===== src/rtl/mbist_pkg.sv =====
// mbist_pkg: shared FSM encoding and March C- element tables, indexed by element number.
package mbist_pkg;
    typedef enum logic [2:0] {IDLE, SETUP, RD, WR, DRAIN, DONE} state_t;
    localparam logic [2:0] E0 = 3'd0;
    localparam logic [2:0] E1 = 3'd1;
    localparam logic [2:0] E2 = 3'd2;
    localparam logic [2:0] E3 = 3'd3;
    localparam logic [2:0] E4 = 3'd4;
    localparam logic [2:0] E5 = 3'd5;
    localparam logic [7:0] EL_DOWN  = (8'd1 << E3) | (8'd1 << E4);
    localparam logic [7:0] EL_RPAT  = (8'd1 << E2) | (8'd1 << E4);
    localparam logic [7:0] EL_WPAT  = (8'd1 << E1) | (8'd1 << E3);
    localparam logic [7:0] EL_HASRD = (8'd1 << E1) | (8'd1 << E2) | (8'd1 << E3) | (8'd1 << E4) | (8'd1 << E5);
    localparam logic [7:0] EL_HASWR = (8'd1 << E0) | (8'd1 << E1) | (8'd1 << E2) | (8'd1 << E3) | (8'd1 << E4);
endpackage


===== src/rtl/mbist_rd_cmp.sv =====
// mbist_rd_cmp: 2-stage expected-data pipeline matching read latency, plus comparator.
// With MBIST_DIAG_EN it also records the first mismatch and a saturating error count.
module mbist_rd_cmp import mbist_pkg::*; #(
    parameter int DATA_WIDTH = 8
`ifdef MBIST_DIAG_EN
    , parameter int ADDR_WIDTH = 4
`endif
) (
    input  logic                  clk,
    input  logic                  rst_n,
    input  logic                  flush,
    input  logic                  rd_en,
    input  logic                  exp_bit,
`ifdef MBIST_DIAG_EN
    input  logic [ADDR_WIDTH-1:0] addr,
    input  logic [2:0]            elem,
    output logic [ADDR_WIDTH-1:0] fail_addr,
    output logic [2:0]            fail_elem,
    output logic [DATA_WIDTH-1:0] fail_data,
    output logic [7:0]            err_cnt,
`endif
    input  logic [DATA_WIDTH-1:0] rdata,
    output logic                  mismatch
);
    logic [1:0] vld, exp;
    assign mismatch = vld[1] && (rdata != {DATA_WIDTH{exp[1]}});
    always_ff @(posedge clk or negedge rst_n) begin
        if (!rst_n) begin
            vld <= '0;
            exp <= '0;
        end else begin
            vld <= flush ? 2'b00 : {vld[0], rd_en};
            exp <= {exp[0], exp_bit};
        end
    end
`ifdef MBIST_DIAG_EN
    logic [ADDR_WIDTH-1:0] a1, a2;
    logic [2:0] m1, m2;
    always_ff @(posedge clk or negedge rst_n) begin
        if (!rst_n) begin
            {a1, a2, m1, m2} <= '0;
            {fail_addr, fail_elem, fail_data, err_cnt} <= '0;
        end else begin
            {a1, a2, m1, m2} <= {addr, a1, elem, m1};
            if (flush) begin
                {fail_addr, fail_elem, fail_data, err_cnt} <= '0;
            end else if (mismatch) begin
                if (err_cnt == 8'd0) {fail_addr, fail_elem, fail_data} <= {a2, m2, rdata};
                if (err_cnt != 8'hFF) err_cnt <= err_cnt + 8'd1;
            end
        end
    end
`endif
endmodule


===== src/rtl/mbist_march_ctrl.sv =====
// mbist_march_ctrl: March C- memory BIST sequencer.
// MBIST_DIAG_EN adds first-failure diagnostics and runs to completion; otherwise the first mismatch ends the test.
module mbist_march_ctrl import mbist_pkg::*; #(
    parameter int DATA_WIDTH = 8,
    parameter int ADDR_WIDTH = 4
) (
    input  logic                  clk,
    input  logic                  rst_n,
    input  logic                  start,
    output logic                  write_read,
    output logic [ADDR_WIDTH-1:0] address,
    output logic [DATA_WIDTH-1:0] wdata,
    input  logic [DATA_WIDTH-1:0] rdata,
`ifdef MBIST_DIAG_EN
    output logic [ADDR_WIDTH-1:0] fail_addr,
    output logic [2:0]            fail_elem,
    output logic [DATA_WIDTH-1:0] fail_data,
    output logic [7:0]            err_cnt,
`endif
    output logic                  busy,
    output logic                  done,
    output logic                  fail
);
    state_t state, state_n;
    logic [2:0] elem, elem_n, elem_nx;
    logic [ADDR_WIDTH-1:0] addr_n, step;
    logic [DATA_WIDTH-1:0] wdata_n;
    logic fail_n, drain, drain_n, last, accept, mismatch;

    assign write_read = state == WR;
    assign busy = state inside {SETUP, RD, WR, DRAIN};
    assign done = state == DONE;
    assign accept = start && (state == IDLE || state == DONE);

    always_comb begin
        state_n = state;
        elem_n = elem;
        addr_n = address;
        wdata_n = wdata;
        drain_n = 1'b1;
        fail_n = fail | mismatch;
        elem_nx = elem + 3'd1;
        last = EL_DOWN[elem] ? address == '0 : address == '1;
        step = EL_DOWN[elem] ? address - ADDR_WIDTH'(1) : address + ADDR_WIDTH'(1);
        case (state)
            IDLE, DONE: if (accept) begin
                state_n = SETUP;
                elem_n = E0;
                addr_n = '0;
                wdata_n = {DATA_WIDTH{EL_WPAT[E0]}};
                fail_n = 1'b0;
            end
            SETUP: state_n = EL_HASRD[elem] ? RD : WR;
            RD: begin
                drain_n = 1'b0;
                state_n = EL_HASWR[elem] ? WR : last ? DRAIN : RD;
                addr_n = (EL_HASWR[elem] || last) ? address : step;
            end
            WR: if (last) begin
                state_n = SETUP;
                elem_n = elem_nx;
                addr_n = EL_DOWN[elem_nx] ? '1 : '0;
                wdata_n = {DATA_WIDTH{EL_WPAT[elem_nx]}};
            end else begin
                state_n = EL_HASRD[elem] ? RD : WR;
                addr_n = step;
            end
            DRAIN: state_n = drain ? DONE : DRAIN;
            default: state_n = IDLE;
        endcase
`ifndef MBIST_DIAG_EN
        if (mismatch && busy) state_n = DONE;
`endif
    end

    always_ff @(posedge clk or negedge rst_n) begin
        if (!rst_n) begin
            state <= IDLE;
            elem <= E0;
            address <= '0;
            wdata <= '0;
            fail <= 1'b0;
            drain <= 1'b0;
        end else begin
            state <= state_n;
            elem <= elem_n;
            address <= addr_n;
            wdata <= wdata_n;
            fail <= fail_n;
            drain <= drain_n;
        end
    end

    mbist_rd_cmp #(
        .DATA_WIDTH(DATA_WIDTH)
`ifdef MBIST_DIAG_EN
        , .ADDR_WIDTH(ADDR_WIDTH)
`endif
    ) u_cmp (
        .clk(clk),
        .rst_n(rst_n),
        .flush(accept),
        .rd_en(state == RD),
        .exp_bit(EL_RPAT[elem]),
`ifdef MBIST_DIAG_EN
        .addr(address),
        .elem(elem),
        .fail_addr(fail_addr),
        .fail_elem(fail_elem),
        .fail_data(fail_data),
        .err_cnt(err_cnt),
`endif
        .rdata(rdata),
        .mismatch(mismatch)
    );
endmodule


===== config.mk =====
export PLATFORM = sky130hd
export DESIGN_NAME = mbist_march_ctrl
export DESIGN_NICKNAME = d
export VERILOG_FILES = /design/src/rtl/mbist_pkg.sv /design/src/rtl/mbist_rd_cmp.sv /design/src/rtl/mbist_march_ctrl.sv
export SDC_FILE = /design/constraint.sdc
export NUM_CORES = 1
export LEC_CHECK = 0
export ABC_AREA = 0
export BUFFER_PORTS_ARGS = -buffer_cell sky130_fd_sc_hd__buf_4
export CORE_MARGIN = 2
export CORE_UTILIZATION = 30
export DETAILED_ROUTE_END_ITERATION = 8
export GPL_TIMING_DRIVEN = 0
export MAX_ROUTING_LAYER = met4
export SETUP_SLACK_MARGIN = 0.4
export SLEW_MARGIN = 25
export SYNTH_ARGS = -nofsm -noshare
export SYNTH_HDL_FRONTEND = slang
export SYNTH_SLANG_ARGS = --single-unit

===== constraint.sdc =====
create_clock -name clk -period 1.9 [get_ports clk]
set_input_delay 0.475 -clock clk [delete_from_list [all_inputs] [get_ports clk]]
set_output_delay 0.475 -clock clk [all_outputs]
set_load 0.02 [all_outputs]

; ---- Word level (Yosys, flattened, before mapping)
; Memory sizes are Yosys's and may differ from the RTL's. A register that Yosys moved wholly into a read port is not among the register bits.
; Index checks and enable logic that the tools add are counted.
[op_classes]
add_sub_neg = 3
n_mul = 0
div_mod_pow = 0
n_lt_le_gt_ge = 2
eq_ne = 11
shift = 0
mux = 31
n_bitwise = 1
reduce_logical = 14
[ops]
columns = operator, count
row1 = 4-bit 2-to-1 mux, 5
row2 = 3-bit 2-to-1 mux, 6
row3 = 8-bit 2-to-1 mux, 2
row4 = 8-bit case mux with 2 select lines, 1
row5 = 3-bit case mux with 5 select lines, 1
row6 = 1-bit 2-to-1 mux, 12
row7 = 4-bit case mux with 3 select lines, 1
row8 = "3-bit by 4-bit less-than comparator with 1-bit output, second input constant", 2
row9 = 8-bit != test, 1
row10 = "3-bit by 2-bit == test with 1-bit output, second input constant", 2
row11 = "3-bit == test, second input constant", 2
row12 = 3-bit case mux with 2 select lines, 1
row13 = 3-bit AND reduction, 2
row14 = "4-bit by 1-bit adder with 4-bit output, second input constant", 1
row15 = "4-bit == test, second input constant", 1
row16 = 4-bit zero test, 1
row17 = 2-bit 2-to-1 mux, 2
row18 = "2-bit by 1-bit != test with 1-bit output, second input constant", 2
row19 = 4-bit nonzero test, 1
row20 = "4-bit by 1-bit subtractor with 4-bit output, second input constant", 1
row21 = "3-bit by 1-bit adder with 3-bit output, second input constant", 1
row22 = "3-bit by 1-bit == test with 1-bit output, second input constant", 1
row23 = 1-bit logical AND, 3
row24 = 3-bit zero test, 1
row25 = 8 further kinds, 9
[word_totals]
reg_bits = 24
latch_bits = 0
mem_bits_rw = 0
mem_bits_ro = 48
in_bits = 11
output_inout_bits = 16
elab_cells = 76
memories = 6
[memory_table]
columns = name, depth, width, rd, rd_ports_with_merged_regs, write_ports, line_no
row1 = (name not given), 8, 1, 1, 1, 0, mbist_march_ctrl.sv:104  ; .exp_bit(EL_RPAT[elem]),
row2 = (name not given), 8, 1, 1, 0, 0, mbist_march_ctrl.sv:65  ; state_n = EL_HASRD[elem] ? RD : WR;
row3 = (name not given), 8, 1, 1, 0, 0, mbist_march_ctrl.sv:63  ; wdata_n = {DATA_WIDTH{EL_WPAT[elem_nx]}};
row4 = (name not given), 8, 1, 1, 0, 0, mbist_march_ctrl.sv:62  ; addr_n = EL_DOWN[elem_nx] ? '1 : '0;
row5 = (name not given), 8, 1, 1, 0, 0, mbist_march_ctrl.sv:57  ; addr_n = (EL_HASWR[elem] || last) ? address : step;
row6 = (name not given), 8, 1, 1, 0, 0, mbist_march_ctrl.sv:44  ; step = EL_DOWN[elem] ? address - ADDR_WIDTH'(1) : address + ADDR_WIDTH'(1);

; ---- Logic depth before layout (Yosys ltp)
[depth]
word_depth = 7
mapped_depth = 10
ltp_nobuf = 10

; ---- By module
; From an unflattened synthesis, not the netlist that was laid out.
[hier_totals]
hier_cells = 141
area_unflattened_um2 = 1297.5
[modules_own_cells]
columns = module, n_inst, cells_each, area_per_inst_um2, seq_area_each_um2
row1 = mbist_march_ctrl, 1, 126, 1137.3, 325.3
row2 = mbist_rd_cmp, 1, 15, 160.2, 100.1

; ---- Worst setup path before layout
; OpenSTA, ideal clock, no wires.
[synth_timing]
path_kind = register to register
startpoint = register elem[0]
endpoint = register address[3]
setup_time_ps = 140
arrival_ps = 1992
required_time_ps = 1760
setup_slack_ps = -232
path_stages_with_launch = 11
n_path_buf = 0
synth_period_minus_slack_ps = 2132
path_cell_list = dfrtp_1 -> inv_1 -> ha_1 -> mux2i_4 -> inv_1 -> ha_1 -> a21o_1 -> a21oi_1 -> xnor2_1 -> o21a_1 -> o221ai_2
[synth_between]
elab_chain_len = 6
word_cells_on_any_way = 16
classes_between = add/sub: 1 / eq/ne: 1 / mux: 9 / reduce/logical: 2 / memory: 3
[synth_lines]
columns = item, line_no
row1 = start: declaration, mbist_march_ctrl.sv:25  ; logic [2:0] elem, elem_n, elem_nx;
row2 = start signal: assignment, mbist_march_ctrl.sv:86  ; elem <= elem_n;
row3 = 3-bit by 1-bit adder with 3-bit output or memory read 8 x 1 bit (tied branches), n/a
row4 = memory read 8 x 1 bit or 1-bit 2-to-1 mux (tied branches), n/a
row5 = "1-bit 2-to-1 mux, on equally long branches", "mbist_march_ctrl.sv:62, mbist_march_ctrl.sv:43"
row6 = 4-bit 2-to-1 mux or 1-bit logical OR (tied branches), "mbist_march_ctrl.sv:62, mbist_march_ctrl.sv:57"
row7 = 4-bit 2-to-1 mux or 2-bit != test (tied branches), n/a
row8 = 4-bit case mux with 3 select lines or 3-bit AND reduction (tied branches), n/a
row9 = end signal: assignment, mbist_march_ctrl.sv:87  ; address <= addr_n;
row10 = end: declaration, mbist_march_ctrl.sv:11  ; output logic [ADDR_WIDTH-1:0] address,
; Parallel ways exist; a longest one is shown, timed or not. The select of a mux whose other input is x is not followed.
; A chain may end at the register's enable or synchronous reset.

; ---- Worst setup path after layout
; Ends and elaborated chain as after synthesis.

==> results.toml <==
[run_status]
outcome = "finished with violations"
failed_checks = "negative setup slack"

[timing]
clock-skew-final_ns = 0.003029
max_freq_mhz = 495.2
setup_viol_count_final = 7
worst_pin_slew_ns = 0.3611
timing_max_transition_violations_final = 0
grt_setup_unrepaired = "true"
final_critical_path_setup_slack_ns = -0.1193
slew_headroom = 0.7593
layout_worst_path_cycle_share = 1.063
finalHoldViolations = 0
period_minus_slack_ns = 2.019
timing.hold.ws_ns = 0.07349

[clocking]
tritoncts.num_buffers = 3
ctsRootBufferMaster = "sky130_fd_sc_hd__clkbuf_8"
clock_tree.buffer_depth = 2
tritoncts = "built"
depth_of_the_cts_h_tree = 1
clkLatencyLatePin_ns = 0.26
cts.clk_slew.worst_paths_ns = 0.07
clock_sinks = 17

[worst_setup_path]
timing.critical_path.fanout_max = 4
crit_chain = "inv_2 -> ha_4 -> mux2i_4 -> inv_2 -> ha_4 -> a21o_1 -> a21oi_2 -> xnor2_1 -> o21a_1 -> o221ai_2"
critPathTopFamily = "compound AO/OA/AOI/OAI gates"
worst-endpoint-arrival_ns = 2.15
critical-path-max-stage-delay_ns = 0.44
crit_path_top_delay_cell = "sky130_fd_sc_hd__dfrtp_1"
critical_path.n_buffers_inverters = 2
timing.critical_path.from_type = "register"
setup.worst_path.end_class = "register"
timing.setup.critical_path_class = "reg -> reg"
cp_data_required_time_ns = 2.03

[floorplanning]
start_util = 0.3178
die-area_sq_mm = 0.004486
core_area_sq_mm = 0.003744
io_pins = 27
dieHeight_um = 66.98
placementRows = 22
die_w_um = 66.98

[synth]
syn_avg_cell_area_sq_um = 9.596
synth_net_count = 142
synth.area.top_cells = "sky130_fd_sc_hd__dfrtp_1 (36%), sky130_fd_sc_hd__ha_1 (6.3%), sky130_fd_sc_hd__buf_4 (4.4%), sky130_fd_sc_hd__mux2i_4 (3.8%), sky130_fd_sc_hd__nand2_1 (3.2%)"
synth_ff_type = "sky130_fd_sc_hd__dfrtp_1"
synth.cell_area_sq_mm = 0.001190
yosys_reg_bits = 17
synth_enable_flop_cells = 0
synth.lib_cells_used.distinct = 44
syn-instance-count = 124
post-synth-top-area-cell = "sky130_fd_sc_hd__dfrtp_1"
netlist.area_leader.share = 0.3575
synth-warning-count = 0
synth_seq_area_share = 0.3575
synth_async_sr_flop_share = 1.000

[routing]
dr.first_iter.drc_count = 62
detail_route.first_pass.iterations = 4
drt_drc_violations_left = 0
detail-route-antenna-nets = 0
ratio_of_routed_vias_to_standard_cells = 4.751
route.detailed.wl_per_inst_um = 13.81
route.final.wire_length_mm = 3.053
routed-via-count = 1050

[placed_design]
gpl.final_weighted_congestion = 0.8273
portBuffers = 26
place_ws_ns = -0.2670
detailed_place_hpwl_mm = 2.009

[cells_and_area]
total_of_fill_cells_in_the_finished_design = 360
register_area_sq_um = 431.7
areaGrowthSynthToFinish_pct = 54.36
most_frequent_cells_in_the_layout = "sky130_fd_sc_hd__buf_4 (34), sky130_fd_sc_hd__buf_6 (20), sky130_fd_sc_hd__dfrtp_1 (12)"
fin_nets = 192
post-route-util = 0.4906
multi_input_comb_area_sq_um = 769.5
drive_above_1_share = 0.5434
layout_commonest_cell = "sky130_fd_sc_hd__buf_4"
diode_count = 0

[global_routing]
grt_start_max_net_pins = 18
grt_first_pass_wirelength_mm = 4.664
grt_remaining_overflow = 0
grt_usage = 0.1420
grt_pass1_vias = 1054
antenna_found_initial = 0

[power]
static-leakage-power_nw = 0.8340
power-per-cell-area_mw_per_mm2 = 1669
worst_ir_drop_vdd_v = 0.0005248

[worst_hold_path]
hp-class = "in -> async"

[job]
maxCapViolations = 0
==> logic make-up (layout without fill, tap and decap cells) <==
| logic type | after synthesis | after routing | synth area share |
|---|---|---|---|
| flops | 17 | 17 | 0.3575 |
| buf+inv | 19 | 68 | 0.09043 |
| compound gates | 25 | 25 | 0.1504 |
| fa+ha+maj | 7 | 7 | 0.07991 |
| simple gates | 45 | 45 | 0.2093 |
| xor+xnor | 4 | 4 | 0.02945 |
| mux | 7 | 7 | 0.08307 |
==> layout make-up <==
type / instances / area share
flip-flops and latches: 17 / 0.2350
clock inverters: 1 / 0.002725
inverters: 8 / 0.01635
plain buffers: 11 / 0.06540
clock buffers: 3 / 0.02248
multi-input cells: 88 / 0.4189
well taps: 48 / 0.03270
repair buffers: 45 / 0.2064
==> through the flow <==
stage | cell area (sq um) | total power, mW | instances | setup TNS, ns
floorplan | 1245 | 1.842 | 124 | -0.09234
global placement | 1500 | 2.231 | 198 | -0.4315
detailed placement | 1500 | 2.287 | 198 | -0.5278
CTS | 1747 | 2.899 | 218 | -0.2429
global route | 1837 | 3.277 | 221 | -1.405
finish | 1837 | 3.065 | 221 | -0.4624
==> cell usage after synthesis (2+ instances only) <==
cell / n
sky130_fd_sc_hd__mux2i_4: 2
sky130_fd_sc_hd__nor2_1: 6
sky130_fd_sc_hd__mux2i_1: 2
sky130_fd_sc_hd__nor3_1: 2
sky130_fd_sc_hd__dfrtp_1: 17
sky130_fd_sc_hd__nand3_1: 5
sky130_fd_sc_hd__o21ai_0: 4
sky130_fd_sc_hd__and3_1: 2
sky130_fd_sc_hd__o21a_1: 2
sky130_fd_sc_hd__mux2_2: 3
sky130_fd_sc_hd__nor2b_1: 5
sky130_fd_sc_hd__buf_2: 2
sky130_fd_sc_hd__inv_1: 8
sky130_fd_sc_hd__a21oi_1: 7
sky130_fd_sc_hd__nor4_1: 2
sky130_fd_sc_hd__nand2_1: 10
sky130_fd_sc_hd__xnor2_1: 3
sky130_fd_sc_hd__ha_1: 6
sky130_fd_sc_hd__nand2b_1: 3
sky130_fd_sc_hd__nand4_1: 3
sky130_fd_sc_hd__buf_4: 7
==> path summary, 6_finish.rpt <==
path | slack [ns] | endpoint | startpoint | depth (start not counted)
min in group clk | 0.35 | u_cmp.exp[1] | u_cmp.exp[0] | 0
hold / removal | 0.07 | elem[0] | rst_n | 1
max in group asynchronous | 1.62 | elem[1] | rst_n | 1
hold reg to reg | 0.35 | u_cmp.exp[1] | u_cmp.exp[0] | 0
setup / recovery | -0.12 | address[3] | elem[0] | 10
setup reg to reg | -0.12 | address[3] | elem[0] | 10
==> sequential cells by signal (all words and copies together) (netlist names) <==
| register | count |
|---|---|
| fail | 1 |
| address | 4 |
| elem | 3 |
| wdata | 1 |
| state | 3 |
| drain | 1 |
| u_cmp.exp | 2 |
| u_cmp.vld | 2 |
==> worst reg2reg max path, stage by stage (launching register included) <==
cell and delay [ns]:
sky130_fd_sc_hd__dfrtp_1 0.44, sky130_fd_sc_hd__inv_2 0.09, sky130_fd_sc_hd__ha_4 0.18, sky130_fd_sc_hd__mux2i_4 0.20, sky130_fd_sc_hd__inv_2 0.08, sky130_fd_sc_hd__ha_4 0.21, sky130_fd_sc_hd__a21o_1 0.16, sky130_fd_sc_hd__a21oi_2 0.14
sky130_fd_sc_hd__xnor2_1 0.16, sky130_fd_sc_hd__o21a_1 0.16, sky130_fd_sc_hd__o221ai_2 0.08
==> where the power goes <==
part           leakage, nW  total [mW]  internal, mW  switching [mW]
Sequential           0.207       0.654         0.515           0.139
Combinational        0.602        2.13          1.13            1.00
Clock               0.0255       0.281         0.146           0.135
Total                0.834        3.06          1.79            1.28
==> routing by layer <==
metal	share of wire	vias up	global-route usage
met2	0.54	17	0.2513
met5	0	-	-
li1	-	532	-
met1	0.42	497	0.1653
met3	0.030	4	0.01520
met4	0.012	0	0.05357
==> repair_timing <==
action | CTS | global route
endpoints found under the setup margin | 20 | 20
pin swaps | 8 | 7
buffers inserted | 16 | 3
hold buffers | 0 | 0
gates resized for setup | 20 | 19
No activity file was read; power rests on OpenSTA's default activity.
